File: config.mk
export PLATFORM = sky130hd
export DESIGN_NAME = image_link_ctrl
export DESIGN_NICKNAME = d
export VERILOG_FILES = /design/src/rtl/definitions_pkg.sv /design/src/rtl/img_link_fifo.sv /design/src/rtl/image_link_ctrl.sv
export SDC_FILE = /design/constraint.sdc
export NUM_CORES = 1
export LEC_CHECK = 0
export BUFFER_PORTS_ARGS = -buffer_cell sky130_fd_sc_hd__buf_4
export CAP_MARGIN = 10
export CELL_PAD_IN_SITES_DETAIL_PLACEMENT = 0
export CELL_PAD_IN_SITES_GLOBAL_PLACEMENT = 2
export CORE_UTILIZATION = 48
export CTS_BUF_LIST = sky130_fd_sc_hd__clkbuf_16
export CTS_CLUSTER_DIAMETER = 120
export DETAILED_ROUTE_END_ITERATION = 6
export PLACE_DENSITY_LB_ADDON = 0.1
export SYNTH_ARGS = -nofsm -noshare
export SYNTH_HDL_FRONTEND = slang
export SYNTH_SLANG_ARGS = --single-unit
File: constraint.sdc
create_clock -name clk -period 6.52 [get_ports clk]
set_input_delay 0.326 -clock clk [delete_from_list [all_inputs] [get_ports clk]]
set_output_delay 0.326 -clock clk [all_outputs]
set_load 0.1 [all_outputs]
File: src/rtl/definitions_pkg.sv
// Shared definitions for the image link controller: frame marker bytes,
// command/status bit positions and the link FSM state type.
// Optional build macro: IMG_LINK_CKSUM_EN adds the checksum trailer state.
package definitions_pkg;

   // Frame marker bytes
   localparam logic [7:0] IMG_HDR = 8'hA5;
   localparam logic [7:0] IMG_EOF = 8'h5A;

   // Command byte fields; bits [7:4] are reserved and ignored
   localparam int CMD_KERNEL_BIT = 0;
   localparam int CMD_FILL_LSB   = 1;
   localparam int CMD_FILL_MSB   = 2;
   localparam int CMD_BYPASS_BIT = 3;

   // Status byte bit positions; the upper nibble is always zero
   localparam int STAT_ONE_BIT  = 0;
   localparam int STAT_OVF_BIT  = 1;
   localparam int STAT_XTRA_BIT = 2;
   localparam int STAT_TO_BIT   = 3;

   typedef enum logic [2:0] {
      ST_IDLE,
      ST_CMD,
      ST_STREAM,
      ST_FLUSH,
      ST_TRAIL,
      ST_STAT
`ifdef IMG_LINK_CKSUM_EN
      ,
      ST_CKS
`endif
   } link_state_t;

   // Assemble the status byte from the sticky frame flags
   function automatic logic [7:0] status_byte(input logic to_flag,
                                              input logic xtra_flag,
                                              input logic ovf_flag);
      logic [7:0] s;
      s                = '0;
      s[STAT_ONE_BIT]  = 1'b1;
      s[STAT_OVF_BIT]  = ovf_flag;
      s[STAT_XTRA_BIT] = xtra_flag;
      s[STAT_TO_BIT]   = to_flag;
      return s;
   endfunction

endpackage

File: src/rtl/img_link_fifo.sv
// Synchronous first-word-fall-through FIFO buffering processed pixels on
// their way to the UART TX side. DEPTH must be a power of two.
// A push while full is accepted only when a pop frees a slot in the same cycle.
module img_link_fifo #(
   parameter int WIDTH = 8,
   parameter int DEPTH = 16
) (
   input  logic             clk,
   input  logic             rstN,
   input  logic             clear,
   input  logic             push,
   input  logic [WIDTH-1:0] wdata,
   input  logic             pop,
   output logic [WIDTH-1:0] rdata,
   output logic             full,
   output logic             empty
);

   localparam int AW = $clog2(DEPTH);

   logic [WIDTH-1:0] mem [DEPTH];
   logic [AW:0]      wr_ptr;
   logic [AW:0]      rd_ptr;
   logic             do_push;
   logic             do_pop;

   // Extra pointer MSB distinguishes full from empty when the indices match
   assign empty   = (wr_ptr == rd_ptr);
   assign full    = (wr_ptr[AW] != rd_ptr[AW]) && (wr_ptr[AW-1:0] == rd_ptr[AW-1:0]);
   assign do_pop  = pop && !empty;
   assign do_push = push && (!full || do_pop);
   assign rdata   = mem[rd_ptr[AW-1:0]];

   // Storage write
   // NOTE: the data array has no reset; occupancy is defined by the pointers alone.
   always_ff @(posedge clk) begin
      if (do_push) begin
         mem[wr_ptr[AW-1:0]] <= wdata;
      end
   end

   // Pointer update, with a synchronous clear that discards all contents
   // NOTE: sequential state is always assigned with non-blocking <= so every
   // register samples values from before the clock edge.
   always_ff @(posedge clk or negedge rstN) begin
      if (!rstN) begin
         wr_ptr <= '0;
         rd_ptr <= '0;
      end else if (clear) begin
         wr_ptr <= '0;
         rd_ptr <= '0;
      end else begin
         if (do_push) wr_ptr <= wr_ptr + (AW+1)'(1);
         if (do_pop)  rd_ptr <= rd_ptr + (AW+1)'(1);
      end
   end

endmodule

File: src/rtl/image_link_ctrl.sv
// Frame-level controller between the UART byte stream and the edge core.
// Parses HDR/CMD, streams IMG_W*IMG_H pixels to the core (or a bypass path
// straight into the output FIFO), drains the FIFO to UART TX under
// back-pressure and closes the frame with EOF and a status byte.
// Optional build macro: IMG_LINK_CKSUM_EN appends an XOR checksum of all
// transmitted pixels after the status byte.
module image_link_ctrl #(
   parameter int PIX_W       = 8,
   parameter int IMG_W       = 64,
   parameter int IMG_H       = 64,
   parameter int OBUF_DEPTH  = 16,
   parameter int TIMEOUT_CYC = 65535
) (
   input  logic             clk,
   input  logic             rstN,
   input  logic [PIX_W-1:0] rx_data,
   input  logic             rx_valid,
   output logic [PIX_W-1:0] core_pix,
   output logic             core_pix_valid,
   output logic             kernel_select,
   output logic [1:0]       fill_select,
   input  logic [PIX_W-1:0] core_out,
   input  logic             core_out_valid,
   output logic [PIX_W-1:0] tx_data,
   output logic             tx_wr,
   input  logic             tx_full,
   output logic             busy
);

   import definitions_pkg::*;

   localparam int N      = IMG_W * IMG_H;
   localparam int CNT_W  = $clog2(N + 1);
   localparam int IDLE_W = $clog2(TIMEOUT_CYC + 1);

   link_state_t       state;
   logic [CNT_W-1:0]  in_cnt;
   logic [CNT_W-1:0]  out_cnt;
   logic [IDLE_W-1:0] idle_cnt;
   logic              bypass;
   logic              to_flag;
   logic              xtra_flag;
   logic              ovf_flag;
`ifdef IMG_LINK_CKSUM_EN
   logic [PIX_W-1:0]  cksum;
`endif

   logic             accept_st;
   logic             src_valid;
   logic [PIX_W-1:0] src_data;
   logic             out_req;
   logic             room;
   logic             flush_done;
   logic             timeout_hit;
   logic             fifo_push;
   logic             fifo_pop;
   logic             fifo_clear;
   logic [PIX_W-1:0] fifo_rdata;
   logic             fifo_full;
   logic             fifo_empty;

   // Output pixels are taken from the core, or from RX directly in bypass,
   // only while the frame body is in flight; surplus ones just raise XTRA.
   assign accept_st   = (state == ST_STREAM) || (state == ST_FLUSH);
   assign src_valid   = bypass ? ((state == ST_STREAM) && rx_valid) : core_out_valid;
   assign src_data    = bypass ? rx_data : core_out;
   assign out_req     = accept_st && src_valid;
   assign room        = (out_cnt < CNT_W'(N));
   assign fifo_pop    = accept_st && !fifo_empty && !tx_full;
   assign fifo_push   = out_req && room && (!fifo_full || fifo_pop);
   assign flush_done  = (state == ST_FLUSH) && (out_cnt == CNT_W'(N)) && fifo_empty;
   assign timeout_hit = (state == ST_FLUSH) && !flush_done
                        && (idle_cnt == IDLE_W'(TIMEOUT_CYC));
   assign fifo_clear  = ((state == ST_CMD) && rx_valid) || timeout_hit;

   img_link_fifo #(
      .WIDTH (PIX_W),
      .DEPTH (OBUF_DEPTH)
   ) u_fifo (
      .clk   (clk),
      .rstN  (rstN),
      .clear (fifo_clear),
      .push  (fifo_push),
      .wdata (src_data),
      .pop   (fifo_pop),
      .rdata (fifo_rdata),
      .full  (fifo_full),
      .empty (fifo_empty)
   );

   // Link FSM with all outputs, counters and sticky flags registered
   always_ff @(posedge clk or negedge rstN) begin
      if (!rstN) begin
         state          <= ST_IDLE;
         in_cnt         <= '0;
         out_cnt        <= '0;
         idle_cnt       <= '0;
         bypass         <= 1'b0;
         to_flag        <= 1'b0;
         xtra_flag      <= 1'b0;
         ovf_flag       <= 1'b0;
         core_pix       <= '0;
         core_pix_valid <= 1'b0;
         kernel_select  <= 1'b0;
         fill_select    <= '0;
         tx_data        <= '0;
         tx_wr          <= 1'b0;
         busy           <= 1'b0;
`ifdef IMG_LINK_CKSUM_EN
         cksum          <= '0;
`endif
      end else begin
         core_pix_valid <= 1'b0;
         tx_wr          <= 1'b0;

         // FIFO drain to TX; only possible in STREAM/FLUSH
         if (fifo_pop) begin
            tx_wr   <= 1'b1;
            tx_data <= fifo_rdata;
`ifdef IMG_LINK_CKSUM_EN
            cksum   <= cksum ^ fifo_rdata;
`endif
         end

         // An accepted output pixel counts even when the full FIFO drops it
         if (out_req) begin
            if (room) begin
               out_cnt <= out_cnt + CNT_W'(1);
               if (fifo_full && !fifo_pop) ovf_flag <= 1'b1;
            end else begin
               xtra_flag <= 1'b1;
            end
         end

         case (state)
            ST_IDLE: begin
               if (rx_valid && (rx_data == PIX_W'(IMG_HDR))) begin
                  state <= ST_CMD;
                  busy  <= 1'b1;
               end
            end

            ST_CMD: begin
               if (rx_valid) begin
                  kernel_select <= rx_data[CMD_KERNEL_BIT];
                  fill_select   <= rx_data[CMD_FILL_MSB:CMD_FILL_LSB];
                  bypass        <= rx_data[CMD_BYPASS_BIT];
                  in_cnt        <= '0;
                  out_cnt       <= '0;
                  idle_cnt      <= '0;
                  to_flag       <= 1'b0;
                  xtra_flag     <= 1'b0;
                  ovf_flag      <= 1'b0;
`ifdef IMG_LINK_CKSUM_EN
                  cksum         <= '0;
`endif
                  state         <= ST_STREAM;
               end
            end

            ST_STREAM: begin
               if (rx_valid) begin
                  if (!bypass) begin
                     core_pix       <= rx_data;
                     core_pix_valid <= 1'b1;
                  end
                  in_cnt <= in_cnt + CNT_W'(1);
                  if (in_cnt == CNT_W'(N - 1)) state <= ST_FLUSH;
               end
            end

            ST_FLUSH: begin
               if (src_valid) begin
                  idle_cnt <= '0;
               end else if (idle_cnt != IDLE_W'(TIMEOUT_CYC)) begin
                  idle_cnt <= idle_cnt + IDLE_W'(1);
               end
               if (flush_done) begin
                  state <= ST_TRAIL;
               end else if (timeout_hit) begin
                  to_flag <= 1'b1;
                  state   <= ST_TRAIL;
               end
            end

            ST_TRAIL: begin
               if (!tx_full) begin
                  tx_wr   <= 1'b1;
                  tx_data <= PIX_W'(IMG_EOF);
                  state   <= ST_STAT;
               end
            end

            ST_STAT: begin
               if (!tx_full) begin
                  tx_wr   <= 1'b1;
                  tx_data <= PIX_W'(status_byte(to_flag, xtra_flag, ovf_flag));
`ifdef IMG_LINK_CKSUM_EN
                  state   <= ST_CKS;
`else
                  state   <= ST_IDLE;
                  busy    <= 1'b0;
`endif
               end
            end

`ifdef IMG_LINK_CKSUM_EN
            ST_CKS: begin
               if (!tx_full) begin
                  tx_wr   <= 1'b1;
                  tx_data <= cksum;
                  state   <= ST_IDLE;
                  busy    <= 1'b0;
               end
            end
`endif

            default: begin
               state <= ST_IDLE;
               busy  <= 1'b0;
            end
         endcase
      end
   end

endmodule
## Word level (Yosys, flattened, before mapping)

Memories as Yosys holds them, arrays and structs flattened.
Index checks and enable logic that the tools add are counted.
W data, S select, Z words.

| cells by class | value |
|---|---|
| add/subtract/negate cells | 5 |
| multipliers | 0 |
| div/mod/pow operators | 0 |
| order comparisons | 1 |
| equality and inequality tests | 23 |
| shifts and indexed selects | 0 |
| muxes and demuxes | 54 |
| bitwise logic cells | 2 |
| reductions and logical operators | 39 |

Operators with widths:

| cell | number |
|---|---|
| $mux W13 | 6 |
| $mux W16 | 3 |
| $mux W8 | 4 |
| $pmux W16 S2 | 1 |
| $add A13 B1 Y13 const B | 2 |
| $pmux W13 S2 | 1 |
| $mux W3 | 8 |
| $mux W1 | 23 |
| $mux W5 | 4 |
| $pmux W3 S6 | 1 |
| $add A16 B1 Y16 const B | 1 |
| $eq A16 B16 Y1 const B | 1 |
| $logic_and A1 B1 Y1 | 16 |
| $ne A16 B16 Y1 const B | 1 |
| $pmux W8 S2 | 1 |
| $ne A2 B2 Y1 const B | 7 |
| $eq A13 B12 Y1 const B | 1 |
| $eq A13 B13 Y1 const B | 1 |
| $lt A13 B13 Y1 const B | 1 |
| $reduce_and A3 Y1 | 4 |
| $add A5 B1 Y5 const B | 2 |
| $eq A8 B8 Y1 const B | 1 |
| $reduce_bool A2 Y1 | 4 |
| $reduce_and A7 Y1 | 1 |
| 19 further kinds | 29 |

| word-level totals | value |
|---|---|
| bits in registers | 81 |
| bits in latches | 0 |
| RAM bits | 128 |
| memory bits (read-only) | 0 |
| bits of input ports | 21 |
| output and inout port bits | 22 |
| memories | 1 |

Memory list:

| name | words | bits a word | read ports | clocked after memory_dff | wr ports | line | text |
|---|---|---|---|---|---|---|---|
| u_fifo.mem | 16 | 8 | 1 | 0 | 1 | img_link_fifo.sv:21 | `logic [WIDTH-1:0] mem [DEPTH];` |

## Logic depth before layout (Yosys ltp)

Gate-level depths: netlist of the first run.

| depth | value |
|---|---|
| word-level depth | 11 |
| depth in mapped cells | 7 |
| gate-level depth less buffers | 7 |

## Cells and area by module

A second synthesis of the first run with hierarchy kept.

| unflattened totals | value |
|---|---|
| cells, all modules | 624 |
| area, all modules | 9118.7 um2 |

By module, submodules not included:

| module | times used | cells an instance | area each (um2) | seq. area each (um2) |
|---|---|---|---|---|
| img_link_fifo | 1 | 261 | 5554.1 | 4093.9 |
| image_link_ctrl | 1 | 363 | 3564.7 | 1776.7 |

## Worst setup path after synthesis of the first run

OpenSTA, ideal clock, no wires.

| timing path | value |
|---|---|
| kind | register to register |
| from | register bypass |
| to | memory u_fifo.mem[3][0] (enable) |
| arrival | 1.902 ns |
| data required time | 6.137 ns |
| slack | 4.235 ns |
| cell stages (with the launch flop) | 5 |
| buffers on the path | 0 |
| period minus slack after synthesis | 2.285 ns |
| cells stage by stage | dfrtp_1 -> nand2b_1 -> a211oi_4 -> o311ai_4 -> nor3_1 |

| between the ends | value |
|---|---|
| longest elaborated chain between the ends | 7 |

Ends and longest elaborated chain:

| element | line | text |
|---|---|---|
| start, declared | image_link_ctrl.sv:40 | `logic bypass;` |
| start signal, assigned | image_link_ctrl.sv:147 | `bypass <= rx_data[CMD_BYPASS_BIT];` |
| $mux W1 | image_link_ctrl.sv:65 | `assign src_valid = bypass ? ((state == ST_STREAM) && rx_valid) : core_out_valid;` |
| $logic_and A1 B1 Y1 | image_link_ctrl.sv:67 | `assign out_req = accept_st && src_valid;` |
| $logic_and A1 B1 Y1 (2 in a row) | image_link_ctrl.sv:70 | `assign fifo_push = out_req && room && (!fifo_full \|\| fifo_pop);` |
| $logic_and A1 B1 Y1 | img_link_fifo.sv:31 | `assign do_push = push && (!full \|\| do_pop);` |
| $mux W1 | img_link_fifo.sv:37 | `if (do_push) begin` |
| $mux W1 (not written as such) | img_link_fifo.sv:38 | `mem[wr_ptr[AW-1:0]] <= wdata;` |
| end, declared | img_link_fifo.sv:21 |  |

No other way between the ends.

## Worst setup path in the final report of the first run

| timing path | value |
|---|---|
| from | register bypass |
| to | memory u_fifo.mem[11][4] (enable) |

The elaborated chain is that of the path after synthesis.

==> results.cfg, run 1 <==
[status]
status = completed

[synth]
synthDistinctLibCells = 69
syn_nets = 681
synth_ff_type = edfxtp_1
synth_edf_count = 128
async_flop_share_pct = 38.8
synth.yosys.warnings = 0
yosysSeqAreaShare_pct = 63.3
syn_area_per_cell_um2 = 14.3
ys_ff_latch = 209
syn_inst = 651
syn-cell-area_um2 = 9280

[power_and_ir_drop]
p_leak_nw = 3.95
peakVddDrop_v = 0.000301
power.density_nw_per_um2 = 441
power_mw = 4.65

[final_layout]
fin_nets = 727
layout-drive-gt1-share_pct = 20.2
area_delta_synth_final_pct = 13.5
design_area_um2 = 10500
insertedDiodeCount = 0

[clock_network]
cts_root_buf = clkbuf_16
cts_resized = 0
cts_buffers = 23
cts_tree = yes
cts_max_level = 1
cts_sinks = 209
cts_max_path_buffers = 3
clk_latency_ns = 0.53
clk_pin_slew_ns = 0.05

[placement]
dpl.hpwl_um = 14400
io_buffers = 42
gp_congestion = 0.842
placed_area_um2 = 9830

[floorplan]
coreArea_um2 = 18800
die_h_um = 141
row_count = 50
start_util_pct = 49.3
die_w_um = 141
io_pins = 43
dieArea_um2 = 19900

[worst_setup_path]
cp-end-kind = flip-flop
startpoint_type = flip-flop
crit_required_ns = 6.66
cp_max_fo = 13
criticalPathCategory = reg -> reg
arrival_ns = 3.10

[global_routing]
grt_pass1_wl_um = 33700
antenna_found_initial = 0
track_usage_pct = 22.5
grt_pass1_vias = 5673
grt_remaining_overflow = 0
grt_max_degree = 69

[timing]
hold_slack_ns = 0.0540
clock_skew_ns = 0.0304
rsz0062_at_grt = false
fin_crit_sh_pct = 45.4
finalSetupTns_ns = 0
tightestPinTransition_ns = 1.08
fmax_mhz = 338
setup_viol = 0
slew_viol_final = 0
slew_headroom_pct = 27.1
finalCriticalPeriod_ns = 2.96
hold_viol_final = 0

[run]
maxCapViolCount = 0

[route]
route.detailed.drc = 0
detail-route-antenna-nets = 0
drtIter0Drc = 461
wirelength_um = 21300
viasPerCell = 5.77
wl_per_cell_um = 21.9
dr.pass1.iters = 5
vias = 5613

[hold_path]
hold_class = in -> reg
routing by layer:
layer  share of wire, %  wire length (um)  track usage [%]
met5                  0                 0                0
met4                2.3               498             7.09
met3                4.3               914             3.29
met2                 48             10200             36.0
met1                 46              9700             31.9
path summary, 6_finish.rpt:
path,endpoint,slack (ns),startpoint,cells past startpoint
worst max-delay path,u_fifo.mem[11][4]$_DFFE_PP_,3.56,bypass$_DFFE_PN0P_,4
worst min-delay path,bypass$_DFFE_PN0P_,0.05,rx_data[3],3
worst max register to register,u_fifo.mem[11][4]$_DFFE_PP_,3.56,bypass$_DFFE_PN0P_,4
worst min register to register,in_cnt[11]$_DFFE_PN0P_,0.48,in_cnt[11]$_DFFE_PN0P_,1
max in group asynchronous,u_fifo.rd_ptr[0]$_DFFE_PN0P_,5.16,rstN,3
min in group asynchronous,idle_cnt[9]$_DFFE_PN0P_,0.19,rstN,2
registers in the layout, indices dropped and copies added (netlist names):
signal and flops:
idle_cnt 16, u_fifo.mem 128, xtra_flag 1, busy 1, core_pix_valid 1, ovf_flag 1
to_flag 1, core_pix 8, u_fifo.wr_ptr 5, bypass 1, state 3, tx_wr 1
fill_select 2, kernel_select 1, out_cnt 13, in_cnt 13, u_fifo.rd_ptr 5, tx_data 8
layout make-up:
type / instances / area (um2)
clock inverter: 18 / 118
sequential: 209 / 5870
fill: 1556 / 8300
timing repair buffer: 45 / 340
inverter: 13 / 48.8
tap: 260 / 325
multi-input combinational: 405 / 3250
clock buffer: 23 / 576
kinds of logic after synthesis:
group / after synthesis / synth area share [%]
buffers and inverters: 37 / 1.69
muxes: 58 / 10.8
DFF: 209 / 63.3
and+or+nand+nor: 210 / 12.2
AOI/OAI and AO/OA: 96 / 7.77
adders and majority gates: 9 / 1.21
xor gates and xnor gates: 32 / 3.02
placed cells by master (no fill, tap or decap), types with 6 or more instances in the layout:
cell and n:
buf_4 44, xor2_1 17, xnor2_1 15, and3_1 20, nor2_1 58, a211oi_1 7, ha_1 9, nand4_1 12
inv_1 20, nand2_1 40, mux4_2 32, mux2i_1 7, mux2_2 19, a21oi_1 21, nand3_1 19, a31oi_1 6
edfxtp_1 128, o21ai_0 19, nor2b_1 9, a22oi_1 10, clkbuf_16 23, dfrtp_1 80, nor3_1 11, clkinv_1 6
critical path: stages, from the launching register on:
cell and delay, ns:
dfrtp_1 0.59, nand2b_1 0.35, a211oi_4 0.50, o311ai_4 0.28, nor3_1 0.88
per-stage QoR:
stage	utilization, %	cells	setup slack [ns]
2_1_floorplan	-	651	4.23
3_3_place_gp	52.2	931	3.72
3_5_place_dp	52.2	931	3.50
4_1_cts	55.9	973	3.53
5_1_grt	55.9	973	3.26
6_report	55.9	973	3.56
Yosys cell counts, types with 6 or more instances:
cell type  count  share of area [%]
inv_1         13               0.53
edfxtp_1     128                 41
a22oi_1       10               0.81
nand3_1       19                1.0
dfrtp_1       81                 22
a31oi_1        6               0.40
and3_1        20                1.3
a21oi_1       21                1.1
nand4_1       12               0.81
nor3_1        11               0.59
o21ai_0       19                1.0
xnor2_1       15                1.4
clkbuf_1      12               0.49
nor2b_1        9               0.61
mux2_2        19                2.3
buf_2         10               0.54
a211oi_1       7               0.57
mux2i_1        7               0.76
nand2_1       40                1.6
xor2_1        17                1.6
mux4_2        32                7.8
ha_1           9                1.2
nor2_1        58                2.3
where the power goes:
group	leakage [nW]	internal (mW)	total [mW]	switching, mW
clock	0.366	0.682	1.20	0.518
combinational	1.38	0.520	1.58	1.06
sequential	2.20	1.65	1.87	0.224
what timing repair did:
action                     CTS  global route
hold buffers                 1             0
buffers inserted             0             0
setup endpoints to repair    0             0
hold endpoints to repair    13             0
(Power assumes the default switching activity.)
==> run 2, diff against run 1 <==
--- a/config.mk
+++ b/config.mk
@@ -9,7 +9,7 @@
 export CAP_MARGIN = 10
 export CELL_PAD_IN_SITES_DETAIL_PLACEMENT = 0
 export CELL_PAD_IN_SITES_GLOBAL_PLACEMENT = 2
-export CORE_UTILIZATION = 48
+export CORE_UTILIZATION = 44
 export CTS_BUF_LIST = sky130_fd_sc_hd__clkbuf_16
 export CTS_CLUSTER_DIAMETER = 120
 export DETAILED_ROUTE_END_ITERATION = 6
==> constraint.sdc (replaced) <==
create_clock -name clk -period 2.8 [get_ports clk]
set_input_delay 0.14 -clock clk [delete_from_list [all_inputs] [get_ports clk]]
set_output_delay 0.14 -clock clk [all_outputs]
set_load 0.1 [all_outputs]
==> run 2 against run 1 <==
  * Worst hold slack gained 0.11 ns
  * Sequential cell count unchanged
  * Non-clock buffer count is 24 higher
  * First-iteration DRC count fell by 6.7%
  * Global-route usage down 1.2 points
  * Worst setup slack got worse by 3.0 ns
  * Clock power grew to 2.5 times the previous value
  * Routed wire length rose by 3.8%
  * Register-to-register slack worse by 3.0 ns
  * Sequential share of layout area shrank 1.6 points
  * Highest routed layer unchanged
==> results.cfg, run 2 (synthesized netlist as in run 1, its figures left out) <==
[timing]
setup_slack_ns = 0.520
finalSetupTns_ns = 0
slew_headroom_pct = 37.5
clock_skew_ns = 0.0143
hold_viol_final = 0
setup_viol = 0
rsz0062_at_grt = false
tightestPinTransition_ns = 0.933
fin_crit_sh_pct = 81.4
fmax_mhz = 439
finalCriticalPeriod_ns = 2.28
slew_viol_final = 0

[floorplan]
die_h_um = 147
coreArea_um2 = 20400
dieArea_um2 = 21700
start_util_pct = 45.4
row_count = 52
die_w_um = 147
io_pins = 43

[clock_network]
ctsHoldBuffers = 10
clk_pin_slew_ns = 0.07
cts_tree = yes
cts_buffers = 23
cts_max_path_buffers = 3
cts_max_level = 1
cts_resized = 0
post-cts-setup-buffer-count = 0
cts_sinks = 209
clk_latency_ns = 0.53
cts_root_buf = clkbuf_16

[worst_setup_path]
rr_startpoint = u_fifo.rd_ptr[3]$_DFFE_PN0P_
crit_start = u_fifo.rd_ptr[3]$_DFFE_PN0P_
criticalPathCategory = reg -> reg
startpoint_type = flip-flop
arrival_ns = 2.51
cp_max_fo = 16
crit_required_ns = 3.03
cp-end-kind = flip-flop

[global_routing]
antenna_found_initial = 0
grt_max_degree = 68
grt_pass1_vias = 5897
grt_pass1_wl_um = 34600
grt_remaining_overflow = 0
track_usage_pct = 21.3

[placement]
io_buffers = 42
gp_congestion = 0.827
dpl.hpwl_um = 14800
pre_cts_slack_ns = 0.552

[final_layout]
mostFrequentLayoutCells = edfxtp_1 (128), dfrtp_1 (80), nor2_1 (58), buf_4 (58), nand2_1 (40)
fin_nets = 751
area_delta_synth_final_pct = 16.8
insertedDiodeCount = 0
utilization_pct = 53.0
final_common_cell = edfxtp_1
layout-drive-gt1-share_pct = 22.5
largest_reg_flops = 128

[route]
drtIter0Drc = 430
wirelength_um = 22100
wl_per_cell_um = 21.9
viasPerCell = 5.61
dr.pass1.iters = 5
route.detailed.drc = 0
detail-route-antenna-nets = 0
vias = 5653

[hold_path]
hp-start = rx_valid
hold_class = in -> reg

[power_and_ir_drop]
peakVddDrop_v = 0.000600
power.density_nw_per_um2 = 1040
p_leak_nw = 4.09

[run]
maxCapViolCount = 0

[status]
status = completed
[run 2: metrics by stage]
stage | power [mW] | hold WS (ns) | std cells | instance area (um2)
finish | 11.2 | 0.165 | 1008 | 10800
floorplan | 7.08 | -0.156 | 651 | 9280
global placement | 8.23 | 0.324 | 956 | 9960
CTS | 11.3 | 0.157 | 1008 | 10800
global route | 11.7 | 0.209 | 1008 | 10800
detailed placement | 8.26 | 0.320 | 956 | 9960
[run 2: final timing paths]
path | to | slack, ns | cells after the start
min | state[0]$_DFFE_PN0P_ | 0.17 | 4
max in group asynchronous | out_cnt[3]$_DFF_PN0_ | 1.82 | 3
max | u_fifo.mem[10][1]$_DFFE_PP_ | 0.52 | 4
min in group asynchronous | idle_cnt[4]$_DFFE_PN0P_ | 0.27 | 2
min reg2reg | in_cnt[12]$_DFFE_PN0P_ | 0.49 | 1
max reg2reg | u_fifo.mem[10][1]$_DFFE_PP_ | 0.52 | 4
[run 2: worst max-delay path, stage by stage, from the launching register on]
cell and delay, ns:
dfrtp_1 0.51, xnor2_1 0.28, nand4_2 0.26, o31a_2 0.54, and3_1 0.38
[run 2: where the power goes]
part           internal, mW  total [mW]  switching, mW
registers              3.84        4.18          0.342
clock network          1.80        3.04           1.24
logic                  1.30        4.00           2.70
[run 2: cell type report]
type,count,area [um2]
multi-input cells,405,3250
repair buffers,69,556
inverters,13,48.8
flip-flops and latches,209,5870
clock inverters,19,193
fillers,1734,9600
well taps,270,338
clock buffers,23,576
[run 2: layer usage]
layer / vias up / wire length (um) / global-route usage, %
li1: 2632 / - / -
met1: 2881 / 9410 / 28.0
met2: 99 / 11400 / 37.0
met3: 41 / 637 / 2.80
met4: 0 / 602 / 6.39
met5: - / 0 / 0
